[config.mk]
export PLATFORM = sky130hd
export DESIGN_NAME = adc_pkt_unpack
export DESIGN_NICKNAME = d
export VERILOG_FILES = /design/src/rtl/adc_pkt_pkg.sv /design/src/rtl/adc_pkt_unpack.sv
export SDC_FILE = /design/constraint.sdc
export NUM_CORES = 2
export LEC_CHECK = 0
export ABC_CLOCK_PERIOD_IN_PS = 2300
export CAP_MARGIN = 20
export CORE_MARGIN = 1
export CORE_UTILIZATION = 45
export CTS_CLUSTER_SIZE = 14
export DETAILED_ROUTE_END_ITERATION = 8
export PLACE_DENSITY_LB_ADDON = 0.25
export RECOVER_POWER = 50
export SLEW_MARGIN = 10
export SYNTH_ARGS = -nofsm -noshare
export SYNTH_HDL_FRONTEND = slang
export SYNTH_SLANG_ARGS = --single-unit
[constraint.sdc]
create_clock -name clk -period 2.3 [get_ports clk]
set_clock_uncertainty 0.05 [all_clocks]
set_input_delay 0.23 -clock clk [delete_from_list [all_inputs] [get_ports clk]]
set_output_delay 0.23 -clock clk [all_outputs]
set_load 0.05 [all_outputs]
[src/rtl/adc_pkt_pkg.sv]
// Shared definitions for the ADC capture stream framing, used by both transmit and receive sides.
package adc_pkt_pkg;

  localparam int          LANES           = 24;
  localparam int          WORD_W          = 18;
  localparam int          WORDS_PER_FRAME = 2 * LANES;
  localparam int          SEQ_W           = 8;
  localparam logic [9:0]  HDR_MARK        = 10'h2A5;

  // Header word layout: marker in the upper field, sequence number in the low byte.
  localparam int HDR_MARK_HI = 17;
  localparam int HDR_MARK_LO = 8;
  localparam int HDR_SEQ_HI  = 7;
  localparam int HDR_SEQ_LO  = 0;

  typedef enum logic {
    HUNT    = 1'b0,
    PAYLOAD = 1'b1
  } state_e;

endpackage

[src/rtl/adc_pkt_unpack.sv]
// Receive-side depacketizer: hunts for the frame header, reassembles 2*LANES stream words
// into LANES parallel lane samples, and flags sequence and framing (gap timeout) errors.
module adc_pkt_unpack
  import adc_pkt_pkg::*;
#(
  parameter int         LANES    = adc_pkt_pkg::LANES,
  parameter int         WORD_W   = adc_pkt_pkg::WORD_W,
  parameter int         GAP_MAX  = 15,
  parameter logic [9:0] HDR_MARK = adc_pkt_pkg::HDR_MARK
) (
  input  logic                        clk,
  input  logic                        rst_n,
  input  logic [WORD_W-1:0]           ADC_DATA,
  input  logic                        ADC_DATA_VALID,
  output logic [LANES*2*WORD_W-1:0]   frame_data,
  output logic                        frame_valid,
  output logic [SEQ_W-1:0]            frame_seq,
  output logic                        seq_err,
  output logic                        frame_err,
  output logic                        locked,
  output logic                        dbg_state_o
);

  // Stream handshake: a word transfers on every rising edge where ADC_DATA_VALID is high;
  // there is no ready/backpressure, so the unpacker must accept one word per cycle.

  localparam int WORDS   = 2 * LANES;
  localparam int CNT_W   = $clog2(WORDS);
  localparam int GAP_W   = (GAP_MAX < 1) ? 1 : $clog2(GAP_MAX + 1);
  localparam int FRAME_W = WORDS * WORD_W;

  state_e              state_q, state_d;
  logic [CNT_W-1:0]    cnt_q, cnt_d;
  logic [GAP_W-1:0]    gap_q, gap_d;
  logic [SEQ_W-1:0]    hdr_seq_q, hdr_seq_d;
  logic [WORD_W-1:0]   stage_q [WORDS];
  logic [FRAME_W-1:0]  frame_data_q, frame_next;
  logic [SEQ_W-1:0]    frame_seq_q;
  logic                frame_valid_q, seq_err_q, frame_err_q, locked_q;

  logic stage_we, deliver, abort, hdr_hit, seq_mismatch;

  assign hdr_hit      = (ADC_DATA[HDR_MARK_HI:HDR_MARK_LO] == HDR_MARK);
  assign seq_mismatch = locked_q && (hdr_seq_q != (frame_seq_q + SEQ_W'(1)));

  always_comb begin
    state_d   = state_q;
    cnt_d     = cnt_q;
    gap_d     = gap_q;
    hdr_seq_d = hdr_seq_q;
    stage_we  = 1'b0;
    deliver   = 1'b0;
    abort     = 1'b0;
    case (state_q)
      HUNT: begin
        if (ADC_DATA_VALID && hdr_hit) begin
          hdr_seq_d = ADC_DATA[HDR_SEQ_HI:HDR_SEQ_LO];
          cnt_d     = '0;
          gap_d     = '0;
          state_d   = PAYLOAD;
        end
      end
      PAYLOAD: begin
        // Header-pattern words are plain data here; no mid-frame resync.
        if (ADC_DATA_VALID) begin
          stage_we = 1'b1;
          gap_d    = '0;
          if (cnt_q == CNT_W'(WORDS - 1)) begin
            deliver = 1'b1;
            cnt_d   = '0;
            state_d = HUNT;
          end else begin
            cnt_d = cnt_q + CNT_W'(1);
          end
        end else if (gap_q == GAP_W'(GAP_MAX)) begin
          abort   = 1'b1;
          cnt_d   = '0;
          gap_d   = '0;
          state_d = HUNT;
        end else begin
          gap_d = gap_q + GAP_W'(1);
        end
      end
      default: state_d = HUNT;
    endcase
  end

  // The final payload word is taken straight from the input so the frame lands on the same edge.
  always_comb begin
    frame_next = '0;
    for (int w = 0; w < WORDS; w++) begin
      frame_next[w*WORD_W +: WORD_W] = stage_q[w];
    end
    frame_next[(WORDS-1)*WORD_W +: WORD_W] = ADC_DATA;
  end

  always_ff @(posedge clk or negedge rst_n) begin
    if (!rst_n) begin
      state_q   <= HUNT;
      cnt_q     <= '0;
      gap_q     <= '0;
      hdr_seq_q <= '0;
    end else begin
      state_q   <= state_d;
      cnt_q     <= cnt_d;
      gap_q     <= gap_d;
      hdr_seq_q <= hdr_seq_d;
    end
  end

  always_ff @(posedge clk or negedge rst_n) begin
    if (!rst_n) begin
      for (int i = 0; i < WORDS; i++) begin
        stage_q[i] <= '0;
      end
    end else if (stage_we) begin
      for (int i = 0; i < WORDS; i++) begin
        if (cnt_q == CNT_W'(i)) begin
          stage_q[i] <= ADC_DATA;
        end
      end
    end
  end

  always_ff @(posedge clk or negedge rst_n) begin
    if (!rst_n) begin
      frame_data_q  <= '0;
      frame_seq_q   <= '0;
      frame_valid_q <= 1'b0;
      seq_err_q     <= 1'b0;
      frame_err_q   <= 1'b0;
      locked_q      <= 1'b0;
    end else begin
      frame_valid_q <= deliver;
      seq_err_q     <= deliver && seq_mismatch;
      frame_err_q   <= abort;
      if (deliver) begin
        frame_data_q <= frame_next;
        frame_seq_q  <= hdr_seq_q;
        locked_q     <= !seq_mismatch;
      end else if (abort) begin
        locked_q <= 1'b0;
      end
    end
  end

  assign frame_data  = frame_data_q;
  assign frame_valid = frame_valid_q;
  assign frame_seq   = frame_seq_q;
  assign seq_err     = seq_err_q;
  assign frame_err   = frame_err_q;
  assign locked      = locked_q;
  assign dbg_state_o = state_q;

endmodule

* Yosys cells after proc, flatten, opt, wreduce, memory -nomap -nowiden
Cells that the tools add are included.
** Word-level totals
- Register bits :: 1741
- Input bits :: 21
- Output and inout bits :: 877
- Word-level logic and storage cells :: 192
** Operators by class
- Add/subtract/negate cells :: 3
- Eq/ne operators :: 52
- Mux-type cells :: 24
- Bitwise logic cells :: 1
- Reductions and logical operators :: 55
** Operators by type and width (number)
- AND reduction 2 bit :: 49
- equality test 6 x 5 -> 1 bit (second input constant) :: 16
- equality test 6 bit (second input constant) :: 16
- equality test 6 x 4 -> 1 bit (second input constant) :: 8
- equality test 6 x 3 -> 1 bit (second input constant) :: 4
- 2-to-1 mux 6 bit :: 4
- 2-to-1 mux 1 bit :: 14
- equality test 6 x 2 -> 1 bit (second input constant) :: 2
- 2-to-1 mux 4 bit :: 3
- case mux 6 bit (2 select lines) :: 1
- equality test 10 bit (second input constant) :: 1
- adder 8 x 1 -> 8 bit (second input constant) :: 1
- != test 8 bit :: 1
- case mux 4 bit (2 select lines) :: 1
- adder 6 x 1 -> 6 bit (second input constant) :: 1
- equality test 6 x 1 -> 1 bit (second input constant) :: 1
- zero test 6 bit :: 1
- adder 4 x 1 -> 4 bit (second input constant) :: 1
- equality test 4 bit (second input constant) :: 1
- logical AND 1 bit :: 3
- != test 3 x 2 -> 1 bit (second input constant) :: 1
- != test 2 bit (second input constant) :: 1
- case mux 1 bit (2 select lines) :: 1
- nonzero test 2 bit :: 1
- other kinds (2) :: 2

* Depth between registers and ports, before layout
- Depth after elaboration :: 6
- Gate-level depth with buffers :: 10
- Gate-level depth less buffers :: 6

* Worst setup path after synthesis
No wires, ideal clock.
- Path kind :: flip-flop to flip-flop
- From :: register state_q (netlist: dbg_state_o)
- To :: register stage_q (netlist bit frame_next[151])
- Setup time :: 128 ps
- Data arrival time :: 2205 ps
- Required time :: 2122 ps
- Slack :: -83 ps
- Cell stages (with the launch flop) :: 8
- Path buffers :: 3
- Clock period less this slack :: 2383 ps
- Path through :: dfrtp_1 nand2_2 or3_1 buf_4 buf_12 nor2_8 buf_6 mux2_1
** Between the ends
- Longest elaborated chain between the ends :: 2
** Ends and longest elaborated chain
- start, declared :: RTL line adc_pkt_unpack.sv:32 : state_e state_q, state_d;
- start signal, assigned :: RTL line adc_pkt_unpack.sv:104 : state_q <= state_d;
- 2-to-1 mux 1 bit :: RTL line adc_pkt_unpack.sv:54 : case (state_q)
- AND reduction 2 bit (no source line)
- end signal, assigned by index :: RTL line adc_pkt_unpack.sv:114 : stage_q[i] <= '0;
- end signal, assigned by index :: RTL line adc_pkt_unpack.sv:119 : stage_q[i] <= ADC_DATA;
- end, declared :: RTL line adc_pkt_unpack.sv:36 : logic [WORD_W-1:0] stage_q [WORDS];
No other way between the ends.
A chain may end at the register's enable or synchronous reset.

* Worst setup path after layout
- From :: input port ADC_DATA_VALID
- To :: register hdr_seq_q[1]
** Between the ends
- Longest elaborated chain between the ends :: 2
** Ends and longest elaborated chain
- start, declared :: RTL line adc_pkt_unpack.sv:14 : input logic ADC_DATA_VALID,
- logical AND 1 bit :: RTL line adc_pkt_unpack.sv:56 : if (ADC_DATA_VALID && hdr_hit) begin
- AND reduction 2 bit (no source line)
- end signal, assigned :: RTL line adc_pkt_unpack.sv:107 : hdr_seq_q <= hdr_seq_d;
- end, declared :: RTL line adc_pkt_unpack.sv:35 : logic [SEQ_W-1:0] hdr_seq_q, hdr_seq_d;
No other way between the ends.

==> results by group <==
Worst setup path
  • CP arrival: ~2.9 ns
  • Worst R2R Setup Slack: roughly 0.070 ns
  • Crit path launch type: input port
  • Crit-path slowest cell: dlygate4sd3_1
  • Most frequent CP cell: clkbuf_1
  • Critical Path RT: 2.91 ns
  • Critical Path, Cell by Cell: dlygate4sd3_1 -> clkbuf_1 -> and4b_1 -> nand3_1 -> nor2_1 -> clkbuf_1 -> mux2_2
  • Stages on the worst setup path: 7
  • Crit path max-delay family: buffers and inverters
  • Bufs and invs on worst path: 3
  • Slowest cell delay on critical path: ~0.7 ns
  • CP Capture Type: register
  • Critical Path Sink: hdr_seq_q[1]$_DFFE_PN0P_
  • CP Class: in -> reg
  • Worst r2r src: cnt_q[3]$_DFFE_PN0P_
  • Worst Setup SP: ADC_DATA_VALID
  • Crit-path max FO: 11
  • Crit Reg-Reg Endpoint: frame_next[166]$_DFFE_PN0P_
  • FF-to-FF path depth: 6

Clock tree
  • CTS sink cnt: approximately 1700
  • Clock slew at reported path FFs: ~0.06 ns
  • CTS buffer count: approximately 170
  • CTS tree: built
  • Post-CTS setup buffers: 0
  • Insertion delay to the later sink of the worst-skew pair: just over 0.8 ns
  • H-tree Lvls: 4
  • CTS Root Buffer Type: clkbuf_16
  • Clock buffer depth: 3

Place
  • Cell count after placement: 8413
  • Detailed Place HPWL: approximately 130000 um
  • Gpl congestion: 0.818
  • Placed cell areas: about 0.08 mm2
  • Port buffer count: roughly 900

Logic synthesis
  • Synth warn: 0
  • Top_reg_cell synth: dfrtp_1
  • Area leader, netlist: dfrtp_1
  • #FFs+latches synth: 1741
  • Top cells by area, synth: dfrtp_1, nand2_1, mux2_2, mux2_1, clkbuf_1
  • Sequential-to-total area share from yosys stat: about two thirds
  • Synth Cell Area: around 0.066 mm2
  • Avg Cell Area, Syn: about 12 um2
  • FFs w/ async S/R, synth: 100%
  • Synth cell types: 50
  • Synth top area share: 66.1%
  • Post-synth EDFFs: 0
  • Cells after Synth: between 5000 and 6000
  • Syn nets: around 5700

Floorplan
  • Die width: between 300 and 400 um
  • I/O pin total: ~900
  • Die ar.: roughly 0.15 mm2
  • Die H: slightly below 400 um
  • Core Area: 0.145 mm2
  • Site row count: 140
  • Initial Util: 45.3%

Global route
  • Total congestion overflow: 0
  • Pin count of the biggest net entering global routing: approximately 110
  • Vias in the first global route: 45700
  • Initial antenna violation count: 19
  • Global-route wire length before repair: 299000 um
  • Global Route Usage Sum: approximately 27%

Pwr
  • Max rail drop VDD: 0.499 mV
  • Total power: 60.5 mW
  • Pwr per Cell Area: about 730 mW/mm2
  • Lkg Pwr: ~48 nW

Layout
  • Filler cells: 12500
  • Fin util: ~57%
  • Nets: between 6000 and 7000
  • Share of cells above drive strength 1: 19.2%
  • Fin cells: approximately 8700
  • Design Area, Final: between 0.08 and 0.09 mm2
  • Area growth syn-to-layout: 25.7%

Min path
  • Type of the worst min-delay path: in -> reg

Drt
  • Drt initial violations: roughly 3900
  • Via/cell ratio: between 5 and 6
  • Drt drc: 0
  • Post-route ant nets: 0
  • Vias post-DR: approximately 46000
  • Drt total wl: a little over 200000 um
  • Drt pass-1 iters: 5
  • WL per Instance: 23.1 um

STA
  • Minimum clock period: about 2.3 ns
  • RSZ-0062 raised after global routing: yes
  • Setup TNS: 0 ns
  • Max frequency: 0.444 GHz
  • Crit share post-route: ~98%
  • Final hold vios: 0
  • Worst Tran Pin Value: roughly 1.7 ns
  • Slew margin rel.: -12.6%
  • Pins Over Slew Limit: between 300 and 400
  • Final setup viols: 0

Run
  • Max-cap violation count: 5

Status
  • Violated checks: max-capacitance violations, max-slew violations
  • Status: complete, but fails checks
final cells by class:
cell class / count / area (um2) / area share, %
diodes: 6 / 15.0 / 0.0181
multi-input cells: 3628 / 20700 / 25.0
inverters: 5 / 26.3 / 0.0317
repair buffers: 1138 / 10500 / 12.7
flip-flops and latches: 1741 / 43600 / 52.6
well taps: 1917 / 2400 / 2.90
clock buffers: 264 / 5140 / 6.21
clock inverters: 46 / 477 / 0.576
how the worst min path moves through the flow:
stage	start	end	slack [ns]	depth (start not counted)
finish	ADC_DATA[4]	frame_next[616]$_DFFE_PN0P_	0.06	2
global route	ADC_DATA[4]	frame_next[778]$_DFFE_PN0P_	0.04	2
floorplan	rst_n	cnt_q[0]$_DFFE_PN0P_	-0.12	0
detailed placement	rst_n	frame_data[57]$_DFFE_PN0P_	0.05	1
CTS	ADC_DATA[4]	frame_next[616]$_DFFE_PN0P_	0.01	2
global placement	rst_n	frame_data[71]$_DFFE_PN0P_	0.05	1
cells in the mapped netlist (8+ instances only):
library cell  instances
buf_1                11
buf_2               102
buf_4                25
buf_6                 8
clkbuf_1            194
dfrtp_1            1741
mux2_1               71
mux2_2              772
mux2_4               10
nand2_1            2637
nand3_2               9
nor2_2               14
nor2_4               14
nor2_8                9
o21ai_0              13
xnor2_1               8
repair_timing:
| action | CTS | global route |
|---|---|---|
| resized for setup | 774 | 24 |
| endpoints found under the setup margin | 774 | 60 |
| hold endpoints to repair | 1672 | 0 |
| hold buffers | 16 | 0 |
per-stage QoR:
stage / hold slack [ns] / setup slack [ns]
6_report: 0.0632 / 0.0468
2_1_floorplan: -0.116 / 0.0984
3_3_place_gp: 0.0528 / -0.270
4_1_cts: 0.0134 / 0.000000444
5_1_grt: 0.0380 / -0.0512
3_5_place_dp: 0.0531 / -0.287
worst reg2reg max path, cell delays in order (launching register included):
cell	delay (ns)
dfrtp_1	0.46
nor2b_1	0.33
nand2_1	0.37
buf_4	0.30
nor2_8	0.09
buf_12	0.17
mux2_2	0.35
sequential cells by signal, summed over array words and instances, names as in the netlist:
register     flops
frame_err        1
dbg_state_o      1
gap_q            4
seq_err          1
frame_data     864
hdr_seq_q        8
locked           1
cnt_q            6
frame_next     846
frame_seq        8
frame_valid      1
cell families (layout without fill, tap and decap cells):
| group | count (synthesis) | in the layout | share of synthesized area (%) |
|---|---|---|---|
| AO/OA/AOI/OAI | 24 | 24 | 0.217 |
| adder cells (fa/ha/maj) | 6 | 6 | 0.114 |
| XOR/XNOR | 12 | 12 | 0.160 |
| buffers and inverters | 347 | 1453 | 2.45 |
| flip-flops | 1741 | 1741 | 66.1 |
| AND/OR/NAND/NOR | 2732 | 2732 | 16.3 |
| multiplexers | 854 | 854 | 14.7 |
| other | 0 | 6 | 0 |
power breakdown:
part / switching (mW) / total [mW] / internal (mW)
sequential: 0.105 / 30.9 / 30.8
combinational: 1.36 / 1.70 / 0.346
clock: 11.9 / 27.9 / 16.0
total: 13.4 / 60.5 / 47.1
layer usage:
metal / part of all wire (%) / wire (um) / global-route usage (%) / up-vias
met5: 0.014 / 28 / 0 / -
met3: 6.0 / 12100 / 3.96 / 360
met4: 4.1 / 8360 / 11.0 / 4
li1: - / - / - / 20100
met1: 43 / 87500 / 38.4 / 23500
met2: 46 / 93700 / 42.9 / 1673
layout by cell type, fill, tap and decap left out, drive strengths merged, types with 6 or more instances in the layout:
master,n
nand2,2638
dfrtp,1741
mux2,853
dlygate4sd2,774
clkbuf,364
buf,173
clkdlybuf4s50,75
nor2,43
clkinv,32
dlygate4sd3,16
nand3,16
o21ai,13
inv,10
xnor2,8
diode,6
ha,6
No activity file was read; power rests on OpenSTA's default activity.
